### src/rtl/shapool_defs.sv
// Shared definitions for the nonce search stage: state encoding and default geometry.
package shapool_defs;

    localparam int unsigned DEF_NONCE_WIDTH    = 32;
    localparam int unsigned DEF_POOL_SIZE_LOG2 = 2;
    localparam int unsigned DEF_HASH_TOP_WIDTH = 32;
    localparam int unsigned DEF_LATENCY        = 2;
    localparam int unsigned DIFF_W             = 6;

    typedef enum logic [2:0] {
        StIdle      = 3'd0,
        StRun       = 3'd1,
        StDrain     = 3'd2,
        StFound     = 3'd3,
        StExhausted = 3'd4
    } state_e;

endpackage

### src/rtl/difficulty_match.sv
// Per-unit leading-zero difficulty compare with lowest-index priority selection.
module difficulty_match
    import shapool_defs::*;
#(
    parameter int unsigned POOL_SIZE_LOG2 = DEF_POOL_SIZE_LOG2,
    parameter int unsigned HASH_TOP_WIDTH = DEF_HASH_TOP_WIDTH
) (
    input  logic [DIFF_W-1:0]                             difficulty,
    input  logic [(2**POOL_SIZE_LOG2)*HASH_TOP_WIDTH-1:0] hash_top,
    input  logic                                          hash_valid,
    output logic                                          any_match,
    output logic [POOL_SIZE_LOG2-1:0]                     match_idx
);

    localparam int unsigned POOL = 2**POOL_SIZE_LOG2;

    logic [31:0]               w_req;
    logic [HASH_TOP_WIDTH-1:0] w_mask;
    logic [POOL-1:0]           w_unit_match;

    // Mask covers the top w_req bits; oversized difficulty saturates at the full word.
    always_comb begin
        w_req = 32'(difficulty);
        if (w_req > HASH_TOP_WIDTH) begin
            w_req = HASH_TOP_WIDTH;
        end
        w_mask = '0;
        for (int unsigned b = 0; b < HASH_TOP_WIDTH; b++) begin
            w_mask[HASH_TOP_WIDTH-1-b] = (b < w_req);
        end
    end

    always_comb begin
        w_unit_match = '0;
        for (int i = 0; i < int'(POOL); i++) begin
            w_unit_match[i] = hash_valid &&
                ((hash_top[i*HASH_TOP_WIDTH +: HASH_TOP_WIDTH] & w_mask) == '0);
        end
    end

    always_comb begin
        any_match = |w_unit_match;
        match_idx = '0;
        for (int i = int'(POOL) - 1; i >= 0; i--) begin
            if (w_unit_match[i]) begin
                match_idx = POOL_SIZE_LOG2'(i);
            end
        end
    end

endmodule

### src/rtl/nonce_control.sv
// Nonce counter issue and success detection for the hash pool.
// Define NONCE_CORRECT_EN to report the exact matching nonce rather than the live counter.
module nonce_control
    import shapool_defs::*;
#(
    parameter int unsigned NONCE_WIDTH    = DEF_NONCE_WIDTH,
    parameter int unsigned POOL_SIZE_LOG2 = DEF_POOL_SIZE_LOG2,
    parameter int unsigned HASH_TOP_WIDTH = DEF_HASH_TOP_WIDTH,
    parameter int unsigned LATENCY        = DEF_LATENCY
) (
    input  logic                                          clk,
    input  logic                                          reset_n,
    input  logic                                          start,
    input  logic                                          halt,
    input  logic [NONCE_WIDTH-POOL_SIZE_LOG2-1:0]         nonce_start,
    input  logic [DIFF_W-1:0]                             difficulty,
    input  logic [(2**POOL_SIZE_LOG2)*HASH_TOP_WIDTH-1:0] hash_top,
    input  logic                                          hash_valid,
    output logic [NONCE_WIDTH-POOL_SIZE_LOG2-1:0]         nonce,
    output logic                                          nonce_valid,
    output logic                                          shapool_success,
    output logic [NONCE_WIDTH-1:0]                        shapool_result,
    output logic                                          exhausted
);

    localparam int unsigned CW  = NONCE_WIDTH - POOL_SIZE_LOG2;
    localparam int unsigned DCW = (LATENCY > 1) ? $clog2(LATENCY) : 1;

    state_e                   r_state;
    logic [CW-1:0]            r_nonce;
    logic                     r_nonce_valid;
    logic                     r_success;
    logic [NONCE_WIDTH-1:0]   r_result;
    logic                     r_exhausted;
    logic [DCW-1:0]           r_drain_cnt;

    logic                      w_any_match;
    logic [POOL_SIZE_LOG2-1:0] w_match_idx;
    logic [CW-1:0]             w_field;
    logic                      w_checking;

    assign w_checking = (r_state == StRun) || (r_state == StDrain);

    difficulty_match #(
        .POOL_SIZE_LOG2 (POOL_SIZE_LOG2),
        .HASH_TOP_WIDTH (HASH_TOP_WIDTH)
    ) u_match (
        .difficulty (difficulty),
        .hash_top   (hash_top),
        .hash_valid (hash_valid),
        .any_match  (w_any_match),
        .match_idx  (w_match_idx)
    );

`ifdef NONCE_CORRECT_EN
    // Tracks what was issued LATENCY cycles ago, i.e. the nonce behind this hash_valid.
    logic [CW-1:0] r_issued [LATENCY];

    always_ff @(posedge clk or negedge reset_n) begin
        if (!reset_n) begin
            for (int i = 0; i < int'(LATENCY); i++) begin
                r_issued[i] <= '0;
            end
        end else begin
            r_issued[0] <= r_nonce;
            for (int i = 1; i < int'(LATENCY); i++) begin
                r_issued[i] <= r_issued[i-1];
            end
        end
    end

    assign w_field = r_issued[LATENCY-1];
`else
    assign w_field = r_nonce;
`endif

    always_ff @(posedge clk or negedge reset_n) begin
        if (!reset_n) begin
            r_state       <= StIdle;
            r_nonce       <= '0;
            r_nonce_valid <= 1'b0;
            r_success     <= 1'b0;
            r_result      <= '0;
            r_exhausted   <= 1'b0;
            r_drain_cnt   <= '0;
        end else begin
            case (r_state)
                StIdle, StFound, StExhausted: begin
                    if (start) begin
                        r_state       <= StRun;
                        r_nonce       <= nonce_start;
                        r_nonce_valid <= 1'b1;
                        r_success     <= 1'b0;
                        r_exhausted   <= 1'b0;
                        r_drain_cnt   <= '0;
                    end
                end
                StRun, StDrain: begin
                    // A match outranks halt and drain expiry.
                    if (w_checking && w_any_match) begin
                        r_state       <= StFound;
                        r_nonce_valid <= 1'b0;
                        r_success     <= 1'b1;
                        r_result      <= {w_match_idx, w_field};
                    end else if (r_state == StRun) begin
                        if (halt) begin
                            r_state       <= StIdle;
                            r_nonce_valid <= 1'b0;
                        end else if (r_nonce == '1) begin
                            r_state       <= StDrain;
                            r_nonce_valid <= 1'b0;
                            r_drain_cnt   <= '0;
                        end else begin
                            r_nonce <= r_nonce + 1'b1;
                        end
                    end else if (r_drain_cnt == DCW'(LATENCY - 1)) begin
                        r_state     <= StExhausted;
                        r_exhausted <= 1'b1;
                    end else begin
                        r_drain_cnt <= r_drain_cnt + 1'b1;
                    end
                end
                default: begin
                    r_state       <= StIdle;
                    r_nonce_valid <= 1'b0;
                end
            endcase
        end
    end

    assign nonce           = r_nonce;
    assign nonce_valid     = r_nonce_valid;
    assign shapool_success = r_success;
    assign shapool_result  = r_result;
    assign exhausted       = r_exhausted;

endmodule

### config.mk
export PLATFORM = sky130hd
export DESIGN_NAME = nonce_control
export DESIGN_NICKNAME = d
export VERILOG_FILES = /design/src/rtl/shapool_defs.sv /design/src/rtl/difficulty_match.sv /design/src/rtl/nonce_control.sv
export SDC_FILE = /design/constraint.sdc
export NUM_CORES = 1
export LEC_CHECK = 0
export CORE_ASPECT_RATIO = 1.4
export CORE_MARGIN = 2
export CORE_UTILIZATION = 45
export DETAILED_ROUTE_END_ITERATION = 12
export GPL_ROUTABILITY_DRIVEN = 0
export PLACE_DENSITY = 0.87
export SLEW_MARGIN = 40
export SYNTH_ARGS = -nofsm -noshare
export SYNTH_HDL_FRONTEND = slang
export SYNTH_SLANG_ARGS = --single-unit
### constraint.sdc
create_clock -name clk -period 8.8 [get_ports clk]
set_input_delay 2.64 -clock clk [delete_from_list [all_inputs] [get_ports clk]]
set_output_delay 2.64 -clock clk [all_outputs]
set_load 0.01 [all_outputs]
-- Word level (Yosys, flattened, before mapping)
Cells that the tools add are included.
- bits of input ports: 169
- output and inout port bits: 65
- flip-flop bits (word level): 69
- multiplexer cells: 36
- eq/ne operators: 19
- reduce and logical (&&, ||, !) cells: 22
- $lt $le $gt $ge: 33
- add/subtract/negate cells: 2
- bitwise gates (word level): 4
- operators with widths (operator ; number):
    $mux 30 ; 5
    $and 32x32->32 ; 4
    $logic_not 32->1 ; 4
    $lt 5x6->1 const A ; 16
    $pmux 30 s2 ; 1
    $lt 4x6->1 const A ; 8
    $add 30x1->30 const B ; 1
    $eq 30x30->1 const B ; 1
    $lt 3x6->1 const A ; 4
    $mux 3 ; 6
    $ne 2x2->1 const B ; 8
    $mux 1 ; 14
    $lt 1x6->1 const A ; 2
    $lt 2x6->1 const A ; 2
    $reduce_and 5->1 ; 2
    $ne 3x3->1 const B ; 3
    $reduce_and 3->1 ; 3
    $mux 2 ; 4
    $ne 4x4->1 const B ; 2
    $pmux 1 s2 ; 4
    $eq 3x2->1 const B ; 2
    $gt 6x6->1 const B ; 1
    $mux 6 ; 1
    $pmux 3 s2 ; 1
    other kinds (13) ; 17

-- Longest topological paths before layout
Gate-level depths: netlist of run 1.
- word-level depth: 10
- depth in mapped cells: 14
- depth with buffers taken out: 10

-- By module
From an unflattened synthesis of run 1, not the netlist that was laid out.
- cell total of the unflattened synthesis: 663
- area total of the unflattened synthesis: 5154.9 um^2
- by module, submodules not included (module ; times used ; cells each ; area an instance (um^2)):
    nonce_control ; 1 ; 412 ; 3618.5
    difficulty_match ; 1 ; 251 ; 1536.5

-- Worst setup path before layout of run 1
OpenSTA, ideal clock, no wires.
- kind: input-to-reg
- start point: input difficulty[5]
- end point: register r_result[0], in the netlist shapool_result[0]
- data arrival time: 5.134 ns
- slack: 3.541 ns
- stages: 11
- path buffers: 3
- path through: or4_4 buf_6 o21ai_1 nand4_1 or4_1 or3_4 nand4_2 buf_6 nand2_4 buf_6 mux2_4
- cells in the longest elaborated chain, start to end: 9
- elaborated cells on any way between the ends: 49
- classes of those cells: 33 x order compare; 1 x mux; 4 x bitwise; 11 x reduce/logical
- ends and longest elaborated chain (item ; line ; text):
    from (decl) ; nonce_control.sv:16 ; input logic [DIFF_W-1:0] difficulty,
    $gt 6x6->1 ; difficulty_match.sv:24 ; if (w_req > HASH_TOP_WIDTH) begin
    $mux 6 (*) ; difficulty_match.sv:24 ;
    $lt 5x6->1, or another cell as far along ; difficulty_match.sv:29 ; w_mask[HASH_TOP_WIDTH-1-b] = (b < w_req);
    $and 32x32->32 ; difficulty_match.sv:37 ; ((hash_top[i*HASH_TOP_WIDTH +: HASH_TOP_WIDTH] & w_mask) == '0);
    $logic_not 32->1 ; difficulty_match.sv:37 ;
    $logic_and 1x1->1 ; difficulty_match.sv:36 ; w_unit_match[i] = hash_valid &&
    $reduce_or 4->1 (*) ; difficulty_match.sv:42 ; any_match = |w_unit_match;
    $logic_and 1x1->1 (*) ; nonce_control.sv:100 ; if (w_checking && w_any_match) begin
    $reduce_and 2->1 (no source line) (*) ; -- ;
    to (signal assigned) ; nonce_control.sv:104 ; r_result <= {w_match_idx, w_field};
    to (decl) ; nonce_control.sv:33 ; logic [NONCE_WIDTH-1:0] r_result;
Every way passes the cells marked *; elsewhere a longest branch is shown, timed or not.
A chain may end at the register's enable or synchronous reset.

-- Worst setup path in the final report of run 1
- start point: input difficulty[0]
- end point: register r_nonce[24], in the netlist nonce[24]
- cells in the longest elaborated chain, start to end: 10
- elaborated cells on any way between the ends: 50
- classes of those cells: 33 x order compare; 1 x eq/ne; 1 x mux; 4 x bitwise; 11 x reduce/logical
- ends and longest elaborated chain (item ; line ; text):
    $gt 6x6->1 ; difficulty_match.sv:24 ;
    $mux 6 (*) ; difficulty_match.sv:24 ;
    $lt 5x6->1, or another cell as far along ; difficulty_match.sv:29 ;
    $and 32x32->32 ; difficulty_match.sv:37 ;
    $logic_not 32->1 ; difficulty_match.sv:37 ;
    $logic_and 1x1->1 ; difficulty_match.sv:36 ;
    $reduce_or 4->1 (*) ; difficulty_match.sv:42 ;
    $logic_and 1x1->1 (*) ; nonce_control.sv:100 ;
    $ne 2x2->1 (no source line) (*) ; -- ;
    $reduce_and 6->1 (no source line) (*) ; -- ;
    to (signal assigned) ; nonce_control.sv:91 ; r_nonce <= nonce_start;
    to (signal assigned) ; nonce_control.sv:114 ; r_nonce <= r_nonce + 1'b1;
    to (decl) ; nonce_control.sv:30 ; logic [CW-1:0] r_nonce;
Marks and branches as above.

==> impl_results.md, run 1 <==
- Unrepaired setup endpoints after global routing: no
- Clock Pin Slew Worst Setup and Hold Paths: approximately 60 ps
- Relative slew slack: 0.475
- First-pass GRT wire length: 31400 µm
- Std-Cell Rows: between 40 and 50
- Adder-cell share of the synthesized area: 0.00454
- Worst setup margin: about 2700 ps
- Crit-path slowest cell: sky130_fd_sc_hd__clkdlybuf4s50_1
- Via count of the routed design: ~6.2k
- Width of the die: between 90 and 100 µm
- Multiplexer fraction of the synthesized cell area: 0.0862
- Data arrival time of the worst path: about 6400 ps
- Max Root-Sink Buffers: 2
- Flop and latch count out of synthesis: 69
- Count of final hold-check violations: 0
- Required time of the critical path: 9080 ps
- Post-synthesis async set-or-reset flop share: 1.00
- Reported max-cap violation count: 0
- Area share of xor/xnor cells in the synthesized design: 0
- H-Tree Level Count: 3
- Simple-gate share of the synthesized area: 0.217
- 1st-pass router iterations: 7
- Aggregate global routing overflow: 0
- Max frequency: 165 MHz
- CP peak stage delay: 810 ps
- Number of vias per cell: ~6.6
- Final #Nets: 961
- Largest vdd supply drop: between 0.1 and 0.15 mV
- Pin slew with the least headroom to its limit: around 790 ps
- Area of combinational cells with multiple inputs: approximately 3000 µm²
- HPWL after detailed placement: approximately 15000 µm
- Part of the power in the clock network: 0.322
- Per-cell routed wire length: about 22 µm
- Dpl ws: just over 2000 ps
- Number of synthesis warnings: 0
- Via count of the first global-routing pass: between 6k and 7k
- Hold crit path type: flop to flop
- Number of clock sinks: 69
- Power density over the cells: between 150 and 200 nW/µm²
- Net switching fraction of the power: 0.334
- Count of antenna diodes in the layout: 0
- Reported leakage power: around 3.1 nW
- Dominant synthesized flop cell: sky130_fd_sc_hd__dfrtp_1
- Gates resized, CTS repair: 0
- Synth cell types: 72
- Total Routed Length: 20900 µm
- Root buffer selected by CTS: sky130_fd_sc_hd__clkbuf_16
- Most common library cell in the layout ignoring fill and taps: sky130_fd_sc_hd__clkdlybuf4s50_1
- Net Count, Synth: around 750
- Area Growth Syn to Fin: 53.4%
- Count of unresolved DRC violations after routing: 0
- Period utilization: 0.690
- Initial cell density of the core: 0.459
- Mean post-synth cell area: ~8.5 µm²
- Cell area after synthesis: 4960 µm²
- Number of port buffers: 233
- Internal power of the cells: approximately 0.86 mW
- Maximum number of pins on one net before global-route repair: 70
- Reported net switching power: about 0.43 mW
- Die Outline Area: ~12000 µm²
- Post-synthesis cell count: around 600
- Initial antenna violation count: 1
- Commonest non-fill, non-tap cells in the layout: 227 x sky130_fd_sc_hd__clkdlybuf4s50_1, 69 x sky130_fd_sc_hd__dfrtp_1, 62 x sky130_fd_sc_hd__o21ai_0
- Top layer in use: met5
- Fraction of layout instances using a drive strength above 1: 0.0879
- Post-DRT Antenna Nets: 0
- Later-pin clock latency in the skew report: 340 ps
- Fraction of power consumed by sequential logic: 0.343
- Setup Crit Path Kind: input pin to flop
- Post-CTS setup buffer count: 0
- Critical path startpoint category: input pin
- # IOs: ~230
- Number of max-slew violations in the final report: 0
- Gr usage total: 0.341
- Share of power burned in combinational logic: 0.335
- Chip Height: roughly 130 µm
- Filler Cell Count: about 800
- Met3 Routed Length: 2350 µm
- Final count of negative-setup-slack endpoints: 0
- Std-Cell Core Area: between 10000 and 15000 µm²
- Hold bufs inserted after CTS: 0
- Final worst path period need: 6070 ps
- Sequential share of the synthesized area: 0.348
- Starting DRT DRC Count: between 600 and 700
- Routed length on met2: ~10000 µm
- Cell-by-cell trace of the critical path: clkdlybuf4s50_1 -> nand2_1 -> o21ai_0 -> a221o_1 -> nor4_1 -> nand4_1 -> nand4_2 -> nand2b_1 -> or4b_2 -> nand3_1
- CTS buffer count: 9
- DRT met1 WL: roughly 7000 µm
- Run status: complete, no violations
- Critical path fanouts, max: 15
- CP Capture Type: flop
- Area of all sequential standard cells: around 1700 µm²
- Count of flip-flops with a built-in enable after synthesis: 0
- Sum of negative setup slack: 0 ps
- Setup Skew: 7.79 ps
- Compound-gate portion of the synthesized area: 0.296
- Main combinational cell family by area after synthesis: compound AO/OA/AOI/OAI gates
- TritonCTS clock tree: done
[synth_stat cells, types with 4 or more instances]
cell	n	area, µm²
sky130_fd_sc_hd__a22oi_1	5	37.5
sky130_fd_sc_hd__nor2_1	51	191
sky130_fd_sc_hd__dfrtp_1	69	1730
sky130_fd_sc_hd__o31a_1	4	35.0
sky130_fd_sc_hd__or3_1	4	25.0
sky130_fd_sc_hd__mux2_4	27	405
sky130_fd_sc_hd__a211oi_1	11	82.6
sky130_fd_sc_hd__a311oi_1	7	61.3
sky130_fd_sc_hd__or4_1	7	52.6
sky130_fd_sc_hd__o31ai_1	4	30.0
sky130_fd_sc_hd__buf_2	16	80.1
sky130_fd_sc_hd__a221oi_1	5	43.8
sky130_fd_sc_hd__clkbuf_1	17	63.8
sky130_fd_sc_hd__a21oi_1	41	205
sky130_fd_sc_hd__and2_1	7	43.8
sky130_fd_sc_hd__nand2_1	61	229
sky130_fd_sc_hd__buf_6	5	56.3
sky130_fd_sc_hd__inv_1	7	26.3
sky130_fd_sc_hd__nand4_1	20	125
sky130_fd_sc_hd__nor3_1	9	45.0
sky130_fd_sc_hd__nand3_1	28	140
sky130_fd_sc_hd__o21a_1	9	67.6
sky130_fd_sc_hd__o21ai_0	62	310
sky130_fd_sc_hd__and3_1	9	56.3
sky130_fd_sc_hd__o22ai_1	13	81.3
[state kept, by name, indices dropped and copies added (netlist names)]
register	flops
shapool_result	32
r_drain_cnt	1
shapool_success	1
nonce	30
r_state	3
nonce_valid	1
exhausted	1
[worst max-delay path, delay by kind of cell]
family,cells,cell delay (ps)
and+or+nand+nor,7,2110
buffers and inverters,1,810
AOI/OAI and AO/OA,2,790
[metrics by stage]
stage	util	hold slack [ps]	total power, mW	cell area [µm²]	std cells
2_1_floorplan	-	480	0.614	4960	583
4_1_cts	0.703	509	1.28	7600	937
3_5_place_dp	0.672	481	0.860	7260	921
6_report	0.704	510	1.29	7610	937
5_1_grt	0.704	516	1.34	7610	937
3_3_place_gp	0.674	468	0.847	7280	921
[cells by family (layout without fill, tap and decap cells)]
group | after synthesis | in the layout
AO/OA/AOI/OAI | 220 | 220
adder cells (fa/ha/maj) | 2 | 2
buffers and inverters | 47 | 260
flip-flops | 69 | 69
multiplexers | 29 | 29
AND/OR/NAND/NOR | 216 | 216
[worst paths after layout]
check / start / end / slack, ps / cells after the start
worst min-delay path: shapool_result[16] / shapool_result[16] / 510 / 1
max in group asynchronous: reset_n / nonce[12] / 5960 / 2
worst max-delay path: difficulty[0] / nonce[24] / 2730 / 10
worst max register to register: nonce[0] / nonce[26] / 4960 / 10
worst min register to register: shapool_result[16] / shapool_result[16] / 510 / 1
min in group asynchronous: reset_n / shapool_result[0] / 2400 / 2
[layer usage]
layer  vias up  track usage
met5         -            0
met4         2        0.208
met3       112       0.0729
met2       576        0.603
met1      2815        0.369
li1       2656            -
[power groups by stage]
stage                     logic (mW)  registers, mW  clock network (mW)
after floorplan                0.174          0.440                   0
after global routing           0.458          0.448               0.430
after CTS                      0.423          0.439               0.418
after detailed placement       0.418          0.442                   0
final                          0.433          0.443               0.416
after global placement         0.410          0.437                   0
[cell type report]
| type | count | area share |
|---|---|---|
| repair buffers | 237 | 0.307 |
| multi-input cells | 467 | 0.395 |
| inverters | 7 | 0.00345 |
| clock inverters | 7 | 0.0150 |
| flip-flops and latches | 69 | 0.227 |
| well taps | 141 | 0.0232 |
| clock buffers | 9 | 0.0296 |
Power figures use the tool's default switching activity.
==> inputs of run 2 (changes only) <==
--- a/config.mk
+++ b/config.mk
@@ -7,10 +7,10 @@
 export LEC_CHECK = 0
 export CORE_ASPECT_RATIO = 1.4
 export CORE_MARGIN = 2
-export CORE_UTILIZATION = 45
+export CORE_UTILIZATION = 38
 export DETAILED_ROUTE_END_ITERATION = 12
 export GPL_ROUTABILITY_DRIVEN = 0
-export PLACE_DENSITY = 0.87
+export PLACE_DENSITY = 0.78
 export SLEW_MARGIN = 40
 export SYNTH_ARGS = -nofsm -noshare
 export SYNTH_HDL_FRONTEND = slang
==> constraint.sdc (replaced) <==
create_clock -name clk -period 5.3 [get_ports clk]
set_input_delay 1.59 -clock clk [delete_from_list [all_inputs] [get_ports clk]]
set_output_delay 1.59 -clock clk [all_outputs]
set_load 0.01 [all_outputs]
==> run 2 against run 1 <==
Compared with the run above:
- global-route usage decreased by 4.6 points
- non-clock buffer count increased by 11
- combinational power increased by 67%
- cell count increased by 2.3%
- largest cell class unchanged
- sequential share of layout area decreased by 0.32 points
- setup slack got worse by 2500 ps
- via count decreased by 0.32%
- die area increased by 18%
==> impl_results.md, run 2 (same netlist as run 1, synthesis figures left out) <==
- Run status: complete, no violations
- First-pass GRT wire length: 32100 µm (+2.1%)
- Crit-path slowest cell: sky130_fd_sc_hd__or4_4
- Final count of negative-setup-slack endpoints: 0 (unchanged)
- Initial antenna violation count: 0 (-1)
- Number of port buffers: 233 (unchanged)
- Dpl ws: -8.56 ps (-2030 ps)
- HPWL after detailed placement: 16000 µm (+3.7%)
- Clock Pin Slew Worst Setup and Hold Paths: 60 ps (about the same)
- Hold bufs inserted after CTS: 0 (unchanged)
- Total Routed Length: 21000 µm (+0.31%)
- Max frequency: 199 MHz
- Gates resized, CTS repair: 0 (unchanged)
- Most common library cell in the layout ignoring fill and taps: sky130_fd_sc_hd__clkdlybuf4s50_1
- Top cell family by delay on the critical path: simple AND/OR/NAND/NOR gates
- Period utilization: 0.950
- # IOs: 234 (unchanged)
- Pin slew with the least headroom to its limit: 635 ps (-151 ps)
- Final worst path period need: around 5000 ps
- Filler Cell Count: 1043 (+30%)
- Area of all sequential standard cells: 1730 µm² (unchanged)
- Power density over the cells: 271 nW/µm² (+60%)
- Chip Height: 139 µm (+8.5%)
- Critical path fanouts, max: 32 (+17)
- Unrepaired setup endpoints after global routing: no
- Number of max-slew violations in the final report: 0 (unchanged)
- Relative slew slack: 0.566 (+0.0911)
- Tot Pwr: 2.09 mW (+62%)
- Reported max-cap violation count: 0 (unchanged)
- Commonest non-fill, non-tap cells in the layout: 232 x sky130_fd_sc_hd__clkdlybuf4s50_1, 69 x sky130_fd_sc_hd__dfrtp_1, 62 x sky130_fd_sc_hd__o21ai_0
- Std-Cell Core Area: 12800 µm² (+19%)
- CP peak stage delay: 660 ps (-150 ps)
- Cell-by-cell trace of the critical path: clkdlybuf4s50_1 -> or4_4 -> o21ai_1 -> nand4_1 -> or4_1 -> or3_4 -> nand4_2 -> nand2_4 -> mux2_4
- Count of unresolved DRC violations after routing: 0 (unchanged)
- Reported leakage power: 3.10 nW (+1.2%)
- Std-Cell Rows: 49 (+8.9%)
- Required time of the critical path: 5530 ps (-3550 ps)
- Die Outline Area: 14000 µm² (+18%)
- Number of clock sinks: 69 (unchanged)
- Aggregate global routing overflow: 0 (unchanged)
- Number of flip-flops under the largest register name: 32 (unchanged)
- Initial cell density of the core: 0.387 (-0.0718)
- Count of final hold-check violations: 0 (unchanged)
- Fraction of layout instances using a drive strength above 1: 0.0931 (+0.00511)
- CP Capture Type: flop
- TritonCTS clock tree: done
- CTS buffer count: 9 (unchanged)
- Register-to-register setup slack: 1500 ps (-3460 ps)
- Area of combinational cells with multiple inputs: 3000 µm² (about the same)
- Data arrival time of the worst path: 5260 ps (-1090 ps)
- Gr usage total: 0.294 (-0.0462)
- Post-CTS setup buffer count: 0 (unchanged)
- Max Root-Sink Buffers: 2 (unchanged)
- Setup Skew: 5.46 ps (-2.33 ps)
- Number of vias per cell: 6.40 (-2.6%)
- Count of antenna diodes in the layout: 0 (unchanged)
- Area Growth Syn to Fin: 55.5%
- Via count of the routed design: 6141 (-0.32%)
- H-Tree Level Count: 3 (unchanged)
- Later-pin clock latency in the skew report: 350 ps (about the same)
- Final #Nets: 972 (+1.1%)
- Setup Crit Path Kind: input pin to flop
- Worst setup margin: 262 ps (-2470 ps)
- Via count of the first global-routing pass: 5901 (-1.8%)
- Maximum number of pins on one net before global-route repair: 41 (-41%)
- Critical path startpoint category: input pin
- Post-DRT Antenna Nets: 0 (unchanged)
- Buffering stage count on the worst path with inverters included: 1 (unchanged)
- Largest vdd supply drop: 0.181 mV (+52%)
- Width of the die: 101 µm (+8.4%)
- Root buffer selected by CTS: sky130_fd_sc_hd__clkbuf_16
- Per-cell routed wire length: 21.9 µm (-2.0%)
- Starting DRT DRC Count: 443 (-36%)
- Hold crit path type: flop to flop
- 1st-pass router iterations: 7 (unchanged)
==> run 2: cell count changes in the layout (fill, tap and decap cells not counted) <==
cell,previous run,this run
sky130_fd_sc_hd__buf_4,3,15
sky130_fd_sc_hd__buf_2,6,0
sky130_fd_sc_hd__clkdlybuf4s50_1,227,232
sky130_fd_sc_hd__clkinv_2,3,1
sky130_fd_sc_hd__clkinvlp_4,0,2
sky130_fd_sc_hd__a2111oi_0,1,2
sky130_fd_sc_hd__a2111oi_1,1,0
sky130_fd_sc_hd__buf_12,0,1
sky130_fd_sc_hd__buf_6,1,0
sky130_fd_sc_hd__bufinv_16,3,2
==> run 2: stage by stage <==
stage	TNS [ps]	util	area [µm²]	cells	hold slack [ps]
final	0	0.602	7720	959	507
after global routing	0	0.602	7720	959	528
after CTS	0	0.602	7710	959	513
after detailed placement	-22.3	0.577	7400	944	495
after global placement	0	0.577	7390	944	473
after floorplan	0	-	4960	583	480
==> run 2: worst paths after layout <==
path | startpoint | to | cells past startpoint
min | shapool_result[19] | shapool_result[19] | 2
max reg2reg | nonce[0] | nonce[28] | 10
max | difficulty[5] | shapool_result[6] | 9
max in group asynchronous | reset_n | nonce[3] | 2
min reg2reg | shapool_result[19] | shapool_result[19] | 2
min in group asynchronous | reset_n | shapool_result[13] | 1
==> run 2: worst register-to-register path: cells and delay by family, from the launching register on <==
| family | cells | cell delay [ps] |
|---|---|---|
| AND/OR/NAND/NOR | 7 | 2340 |
| AO/OA/AOI/OAI | 2 | 610 |
| adder cells (fa/ha/maj) | 1 | 250 |
| flip-flops | 1 | 480 |
==> run 2: report_power, final <==
group / switching (mW) / leakage, nW / internal, mW
sequential: 0.126 / 0.881 / 0.601
clock: 0.235 / 0.147 / 0.409
combinational: 0.346 / 2.07 / 0.377
==> run 2: cell type report <==
| type | instances | area share |
|---|---|---|
| sequential | 69 | 0.224 |
| inverter | 7 | 0.00340 |
| tap | 153 | 0.0248 |
| clock inverter | 6 | 0.0115 |
| clock buffer | 9 | 0.0292 |
| multi-input combinational | 467 | 0.389 |
| timing repair buffer | 248 | 0.318 |
==> run 2: metal layers <==
metal / up-vias / track usage / share of wire
met3: 87 / 0.0497 / 0.098
met4: 0 / 0.154 / 0.056
met1: 2850 / 0.331 / 0.34
met2: 511 / 0.522 / 0.51
met5: - / 0 / 0
li1: 2693 / - / -
